[src/rtl/color_pkg.sv]
// Shared constants, serializer state encoding and report-message byte lookup
// for the colour report transmitter.
package color_pkg;

   localparam int MSG_LEN = 12;

   localparam logic [7:0] ASCII_S    = 8'h53;
   localparam logic [7:0] ASCII_I    = 8'h49;
   localparam logic [7:0] ASCII_M    = 8'h4D;
   localparam logic [7:0] ASCII_DASH = 8'h2D;
   localparam logic [7:0] ASCII_HASH = 8'h23;
   localparam logic [7:0] ASCII_LF   = 8'h0A;
   localparam logic [7:0] ASCII_QM   = 8'h3F;

   typedef enum logic {
      IDLE = 1'b0,
      SEND = 1'b1
   } state_t;

   // Report layout: "SI-SIM" <unit> "-" <letter> "-#" LF
   function automatic logic [7:0] msg_byte(input logic [3:0] idx,
                                           input logic [7:0] letter,
                                           input logic [7:0] unit);
      logic [7:0] b;
      b = 8'h00;
      case (idx)
         4'd0:    b = ASCII_S;
         4'd1:    b = ASCII_I;
         4'd2:    b = ASCII_DASH;
         4'd3:    b = ASCII_S;
         4'd4:    b = ASCII_I;
         4'd5:    b = ASCII_M;
         4'd6:    b = unit;
         4'd7:    b = ASCII_DASH;
         4'd8:    b = letter;
         4'd9:    b = ASCII_DASH;
         4'd10:   b = ASCII_HASH;
         4'd11:   b = ASCII_LF;
         default: b = 8'h00;
      endcase
      return b;
   endfunction

endpackage

[src/rtl/color_debounce.sv]
// Debounces the sensor colour code and emits one registered strobe per stable
// episode: confirm for a reportable colour, idle for the none/white code.
module color_debounce
   import color_pkg::*;
#(
   parameter int CODE_W     = 2,
   parameter int DEBOUNCE   = 5,
   parameter int NUM_COLORS = 3
) (
   input  logic              clk,
   input  logic              rst,
   input  logic [CODE_W-1:0] cd_input,
   output logic              confirm,
   output logic [CODE_W-1:0] code,
   output logic              idle
);

   localparam int CW = $clog2(DEBOUNCE + 1);
   localparam logic [CW-1:0]     DB_MAX  = CW'(DEBOUNCE);
   localparam logic [CODE_W-1:0] NC_CODE = CODE_W'(NUM_COLORS);

   logic [CODE_W-1:0] prev_q, prev_d;
   logic [CW-1:0]     cnt_q, cnt_d;
   logic              confirm_q, confirm_d;
   logic              idle_q, idle_d;
   logic [CODE_W-1:0] code_q, code_d;
   logic              changed;
   logic              hit;

   always_comb begin
      prev_d    = cd_input;
      cnt_d     = cnt_q;
      code_d    = code_q;
      confirm_d = 1'b0;
      idle_d    = 1'b0;
      changed   = (cd_input != prev_q);

      if (changed) begin
         cnt_d = CW'(1);
      end else if (cnt_q != DB_MAX) begin
         cnt_d = cnt_q + CW'(1);
      end

      // Fires only on the cycle the count arrives at DEBOUNCE, never while parked there
      hit = (cnt_d == DB_MAX) && (changed || (cnt_q != DB_MAX));

      if (hit) begin
         code_d    = cd_input;
         confirm_d = (cd_input < NC_CODE);
         idle_d    = !(cd_input < NC_CODE);
      end
   end

   always_ff @(posedge clk) begin
      if (rst) begin
         prev_q    <= '0;
         cnt_q     <= '0;
         code_q    <= '0;
         confirm_q <= 1'b0;
         idle_q    <= 1'b0;
      end else begin
         prev_q    <= prev_d;
         cnt_q     <= cnt_d;
         code_q    <= code_d;
         confirm_q <= confirm_d;
         idle_q    <= idle_d;
      end
   end

   assign confirm = confirm_q;
   assign code    = code_q;
   assign idle    = idle_q;

endmodule

[src/rtl/color_report_tx.sv]
// Confirmed-colour LED driver and byte-serial report transmitter with a
// one-deep pending slot and saturating drop counter.
//
//   state | meaning
//   IDLE  | no message in flight, tx_valid low
//   SEND  | presenting byte idx of the latched colour's message
module color_report_tx
   import color_pkg::*;
#(
   parameter int                        NUM_COLORS = 3,
   parameter int                        CODE_W     = 2,
   parameter int                        DEBOUNCE   = 5,
   parameter logic [7:0]                UNIT_ID    = 8'h31,
   parameter logic [8*NUM_COLORS-1:0]   LETTERS    = {"W", "N", "P"},
   parameter int                        DROP_W     = 8
) (
   input  logic                  clk,
   input  logic                  rst,
   input  logic [CODE_W-1:0]     cd_input,
   input  logic                  stop,
   output logic [NUM_COLORS-1:0] led,
   output logic [7:0]            tx_data,
   output logic                  tx_valid,
   input  logic                  tx_ready,
   output logic                  busy,
   output logic [DROP_W-1:0]     drop_cnt
);

   localparam logic [3:0] LAST_IDX = 4'(MSG_LEN - 1);
   localparam int         NCODES   = 2 ** CODE_W;

   logic              db_confirm;
   logic [CODE_W-1:0] db_code;
   logic              db_idle;

   color_debounce #(
      .CODE_W     (CODE_W),
      .DEBOUNCE   (DEBOUNCE),
      .NUM_COLORS (NUM_COLORS)
   ) u_debounce (
      .clk      (clk),
      .rst      (rst),
      .cd_input (cd_input),
      .confirm  (db_confirm),
      .code     (db_code),
      .idle     (db_idle)
   );

   logic [7:0] letter_tab [NCODES];

   for (genvar g = 0; g < NCODES; g++) begin : g_letter
      if (g < NUM_COLORS) begin : g_used
         assign letter_tab[g] = LETTERS[8*g +: 8];
      end else begin : g_unused
         assign letter_tab[g] = ASCII_QM;
      end
   end

   state_t                state_q, state_d;
   logic [3:0]            idx_q, idx_d;
   logic [CODE_W-1:0]     color_q, color_d;
   logic                  pend_full_q, pend_full_d;
   logic [CODE_W-1:0]     pend_color_q, pend_color_d;
   logic [DROP_W-1:0]     drop_q, drop_d;
   logic [NUM_COLORS-1:0] led_q, led_d;

   logic color_req;
   logic accept;
   logic last;

   assign color_req = db_confirm && !stop;
   assign accept    = (state_q == SEND) && tx_ready;
   assign last      = accept && (idx_q == LAST_IDX);

   always_comb begin
      state_d      = state_q;
      idx_d        = idx_q;
      color_d      = color_q;
      pend_full_d  = pend_full_q;
      pend_color_d = pend_color_q;
      drop_d       = drop_q;

      case (state_q)
         IDLE: begin
            if (color_req) begin
               state_d = SEND;
               color_d = db_code;
               idx_d   = 4'd0;
            end
         end
         SEND: begin
            if (accept) begin
               if (!last) begin
                  idx_d = idx_q + 4'd1;
               end else if (pend_full_q) begin
                  color_d     = pend_color_q;
                  idx_d       = 4'd0;
                  pend_full_d = 1'b0;
               end else if (color_req) begin
                  color_d = db_code;
                  idx_d   = 4'd0;
               end else begin
                  state_d = IDLE;
               end
            end
            // A request not absorbed by the end-of-message reload parks in the slot;
            // it only counts as a drop if it displaces a report that stays unsent.
            if (color_req && !(last && !pend_full_q)) begin
               pend_full_d  = 1'b1;
               pend_color_d = db_code;
               if (pend_full_q && !last && (drop_q != '1)) begin
                  drop_d = drop_q + DROP_W'(1);
               end
            end
         end
         default: begin
            state_d = IDLE;
         end
      endcase
   end

   always_comb begin
      led_d = led_q;
      if (stop) begin
         led_d = '0;
      end else if (color_req) begin
         led_d = NUM_COLORS'(1) << db_code;
      end else if (db_idle) begin
         led_d = '0;
      end
   end

   always_ff @(posedge clk) begin
      if (rst) begin
         state_q      <= IDLE;
         idx_q        <= 4'd0;
         color_q      <= '0;
         pend_full_q  <= 1'b0;
         pend_color_q <= '0;
         drop_q       <= '0;
         led_q        <= '0;
      end else begin
         state_q      <= state_d;
         idx_q        <= idx_d;
         color_q      <= color_d;
         pend_full_q  <= pend_full_d;
         pend_color_q <= pend_color_d;
         drop_q       <= drop_d;
         led_q        <= led_d;
      end
   end

   assign tx_valid = (state_q == SEND);
   assign busy     = (state_q != IDLE);
   assign tx_data  = tx_valid ? msg_byte(idx_q, letter_tab[color_q], UNIT_ID) : 8'h00;
   assign led      = led_q;
   assign drop_cnt = drop_q;

endmodule

[config.mk]
export PLATFORM = sky130hd
export DESIGN_NAME = color_report_tx
export DESIGN_NICKNAME = d
export VERILOG_FILES = /design/src/rtl/color_pkg.sv /design/src/rtl/color_debounce.sv /design/src/rtl/color_report_tx.sv
export SDC_FILE = /design/constraint.sdc
export NUM_CORES = 1
export LEC_CHECK = 0
export CELL_PAD_IN_SITES_DETAIL_PLACEMENT = 2
export CELL_PAD_IN_SITES_GLOBAL_PLACEMENT = 2
export CORE_MARGIN = 5
export CORE_UTILIZATION = 25
export DETAILED_ROUTE_END_ITERATION = 8
export PLACE_DENSITY_LB_ADDON = 0.05
export SLEW_MARGIN = 30
export SYNTH_ARGS = -nofsm -noshare
export SYNTH_HDL_FRONTEND = slang
export SYNTH_SLANG_ARGS = --single-unit
[constraint.sdc]
create_clock -name clk -period 2.1 [get_ports clk]
set_input_delay 0.42 -clock clk [delete_from_list [all_inputs] [get_ports clk]]
set_output_delay 0.42 -clock clk [all_outputs]
set_load 0.02 [all_outputs]
After elaboration in Yosys (flattened, before gate mapping). Cells that the tools add are included.

Logic and storage cells: 92. Output and inout port bits: 21. Bits of input ports: 6. Bits in registers: 30.

Equal/unequal tests: 17. Order comparisons: 2. Mux-type cells: 27. Shift operators: 1. Add/sub/neg operators: 3. Bitwise operators: 3. Reductions and logical operators: 27.

Operators by type and width (number): $pmux W8 S8 (1); $mux W8 (3); $bmux W8 S2 (1); $eq A4 B3 Y1 const B (4); $eq A4 B4 Y1 const B (4); $mux W4 (4); $mux W3 (4); $add A8 B1 Y8 const B (1); $eq A4 B2 Y1 const B (2); $logic_and A1 B1 Y1 (8); $mux W2 (4); $ne A8 B8 Y1 const B (1); $pmux W4 S2 (1); $reduce_or A2 Y1 (4); $mux W1 (7); $reduce_and A3 Y1 (2); $reduce_bool A2 Y1 (3); $logic_not A1 Y1 (5); $add A4 B1 Y4 const B (1); $eq A4 B1 Y1 const B (1); $logic_not A4 Y1 (1); $ne A2 B1 Y1 const B (2); $pmux W2 S2 (1); $reduce_and A2 Y1 (2); 12 further kinds (13).

Logic depth before layout (Yosys ltp).
Depth in word-level cells: 7. Gate-level depth with buffers: 7. Depth with buffers taken out: 6.

Cells and area by module. From an unflattened synthesis, not the netlist that was laid out.

Cells, all modules: 205. Area, all modules: 1781.7 um2.

By module, submodules not included: color_report_tx (seq. area each 420.4 um2, area each 1366.3 um2, instances 1, cells an instance 168); color_debounce (seq. area each 180.2 um2, area each 415.4 um2, instances 1, cells an instance 37).

Least setup slack after synthesis. Ideal clock, no wire load.

Kind: flip-flop to output port. Start point: reg idx_q[0]. End point: out tx_data[1]. Path slack: -0.062 ns. Cell stages (with the launch flop): 7. Path buffers: 1. Arrival time: 1.742 ns. Path through: dfxtp_1 inv_1 ha_1 clkbuf_1 o21a_1 nor4b_1 nor4_1.

Cells in the longest elaborated chain, start to end: 4.

RTL lines: from (decl) (line color_report_tx.sv:60) `logic [3:0] idx_q, idx_d;`; from (signal assigned) (line color_report_tx.sv:144) `idx_q <= idx_d;`; $eq A4 B4 Y1 (tied with other cells) (line color_pkg.sv:26) `case (idx)`; $reduce_or A3 Y1 (no source line) / $reduce_or A2 Y1 (equally long branches); $pmux W8 S8 (*) (line color_pkg.sv:26); $mux W8 (*) (line color_report_tx.sv:155) `assign tx_data = tx_valid ? msg_byte(idx_q, letter_tab[color_q], UNIT_ID) : 8'h00;`; to (decl) (line color_report_tx.sv:22) `output logic [7:0] tx_data,`.

Mark *: on every way between the ends. The rest lies on a longest branch, timed or not.

Worst setup path after layout.
Start point: reg idx_q[1]. End point: out tx_data[3].

The elaborated chain is that of the path after synthesis.

==> results by group <==
Placement
  • IO buf count: 25
  • GPL Wtd Cong: 0.834
  • DP HPWL: 4220 um
  • Cell Area, Placed: 2180 sq um

CTS
  • Clock transition at path regs: 0.07 ns
  • Root Driver: clkbuf_8
  • Worst skew pair latency: 0.29 ns
  • Clock Tree Buf Depth: 2
  • Clock sinks: 30
  • CTS tree: done
  • CTS H-Tree Depth: 2
  • Hold Buf Count CTS: 0
  • CTS buffer count: 5

Routing
  • Drt wl/cell: 16.6 um
  • # DRC: 0
  • Via density: 5.14
  • Antenna viol nets, final: 0
  • Post-Route WL: 5580 um
  • DR iter-0 viols: 31
  • Vias post-DR: 1726
  • DR pass1 iterations: 4

Power
  • Leakage: 0.919 nW
  • PwrDens: 475 nW/um^2
  • Worst IR Drop VDD: 310 uV

Outcome
  • Outcome: complete, no violations

Die
  • Die Y: 93.0 um
  • Chip width: 93.0 um
  • Core area: 6760 sq um
  • # IOs: 27
  • Initial Utilization: 0.255
  • Die Footprint: 8660 sq um
  • FP Rows: 30

Worst setup path
  • Worst r2r src: idx_q[0]
  • CP Class: reg2out
  • Worst path required time: 1.68 ns
  • Startpoint Class: register
  • CP arrival: 1.65 ns
  • CP Max Fanout: 5
  • CP Launch Point: idx_q[1]
  • Crit end category: output port

Logic synthesis
  • Post-Synth Adder-Cell Area: 0.0653
  • Synth Area in Compound Gates: 0.226
  • Mux contribution to synthesized area: 0.0305
  • Flops & latches, synth: 30
  • EDFF count, synth: 0
  • Gate Count Post-Synth: 209
  • Mapped Area: 1720 sq um
  • Main synth FF type: dfxtp_1
  • Synth Area in Simple Gates: 0.256
  • YS warnings: 0
  • Synth Area in XOR/XNOR: 0.0203
  • Largest family of logic cells by synthesized area: simple AND/OR/NAND/NOR gates
  • Synth cell types: 48
  • Sequential-to-total area share from yosys stat: 0.348
  • Avg Inst Size Synth: 8.25 sq um
  • Async S/R FF share, synth: 0
  • Post-Syn Nets: 224

Global routing
  • GRT Util Overall: 0.138
  • Global-route wire length before repair: 9390 um
  • Total gr overflow: 0
  • Largest net degree at the start of global routing: 25
  • Vias in the first global route: 1917
  • Initial antenna violation count: 0

STA
  • Setup tns final: 0 ns
  • RSZ-0062 raised after global routing: yes
  • Highest Clock Rate: 0.483 GHz
  • Period Utilization, post-route: 0.986
  • Post-layout min period: 2.07 ns
  • Final Hold Vio Count: 0
  • Worst Skew: 0.00704 ns
  • Setup violators final: 0
  • Count of final max-slew check failures: 0

Layout
  • Commonest non-fill, non-tap cells in the layout: 30 x buf_4, 28 x dfxtp_1, 21 x nor2_1, 21 x a21oi_1, 18 x clkdlybuf4s50_1
  • Most common cell after layout, fill and taps aside: buf_4
  • Nets: 270
  • Share of layout cells above drive strength 1: 0.238
  • Antenna Cells: 0
  • Synthesis-to-layout area growth: 36.9%
  • Post-Layout Inst Area: 2360 sq um

Hold path
  • Hold WC Path Type: reg2reg
  • Worst min-delay path startpoint: pend_color_q[0]

Flow run
  • Max_cap viols: 0
[power by group]
part / switching, mW / leakage (nW) / total [mW] / internal [mW]
logic: 0.0276 / 0.628 / 0.0514 / 0.0238
registers: 0.00418 / 0.244 / 0.577 / 0.572
clock network: 0.231 / 0.0472 / 0.494 / 0.263
[per-layer routing]
metal  share of wire  up-vias  GRT usage
met2            0.52       21      0.253
li1                -      845          -
met3           0.029        8     0.0290
met4           0.017        0     0.0501
met5               0        -          0
met1            0.43      852      0.156
[worst paths after layout]
kind                     end  slack [ns]  cells past startpoint
min          pend_color_q[0]        0.51                      2
max               tx_data[3]        0.03                      7
max reg2reg      drop_cnt[7]        0.14                      7
min reg2reg  pend_color_q[0]        0.51                      2
[flip-flops by register name (all words and copies together), names as in the netlist, 2 cells and up]
signal             count
drop_cnt               8
idx_q                  4
led                    3
u_debounce.cnt_q       3
color_q                2
pend_color_q           2
u_debounce.code        2
u_debounce.prev_q      2
[synth_stat cells, drive strengths merged, types with 3 or more instances]
library cell,count,area (sq um)
nand2b,4,25.0
ha,9,113
nand2,13,48.8
nand3,5,25.0
xor2,3,26.3
clkbuf,7,26.3
or3,3,18.8
o211ai,3,22.5
o21ai,12,60.1
nor3,8,40.0
and3,5,31.3
nor2b,6,37.5
or4,3,22.5
a21oi,22,110
inv,6,22.5
a31oi,5,31.3
a211oi,4,30.0
buf,5,36.3
o31ai,3,22.5
nor2,22,82.6
dfxtp,30,601
mux2i,3,30.0
[logic make-up (layout without fill, tap and decap cells)]
logic type,Yosys count,count (layout)
compound gates,60,60
fa+ha+maj,9,9
simple gates,81,81
flops,30,30
mux,5,5
buf+inv,19,66
other cells,1,1
xor+xnor,4,4
[worst max-delay path, stage by stage, from the launching register on]
cell and delay [ns]:
dfxtp_4 0.37, buf_4 0.14, ha_4 0.18, nor2_1 0.22
a21oi_1 0.11, o21ai_1 0.14, nor2_1 0.05, buf_4 0.16
[area by class of cell]
| type | count | area, sq um |
|---|---|---|
| Multi-Input combinational cell | 160 | 1110 |
| Sequential cell | 30 | 606 |
| Fill cell | 764 | 4400 |
| Clock inverter | 2 | 12.5 |
| Tap cell | 80 | 100 |
| Clock buffer | 6 | 82.6 |
| Timing Repair Buffer | 51 | 420 |
| Inverter | 7 | 31.3 |
[metrics by stage]
step / hold slack [ns] / power [mW] / util / std cells / setup slack, ns
floorplan: 0.455 / 0.617 / - / 209 / 0.0728
global placement: 0.470 / 0.639 / 0.323 / 324 / -0.177
detailed placement: 0.503 / 0.643 / 0.323 / 324 / -0.262
CTS: 0.520 / 1.15 / 0.344 / 333 / 0.00552
global route: 0.546 / 1.18 / 0.349 / 336 / -0.0620
finish: 0.509 / 1.12 / 0.349 / 336 / 0.0294
[timing repair]
item / 4_1_cts / 5_1_grt
endpoints found under the setup margin: 7 / 5
buffers inserted: 1 / 3
gates resized for setup: 53 / 5
pin swaps: 1 / 1
Note: power is estimated with default switching activity, not from simulation.
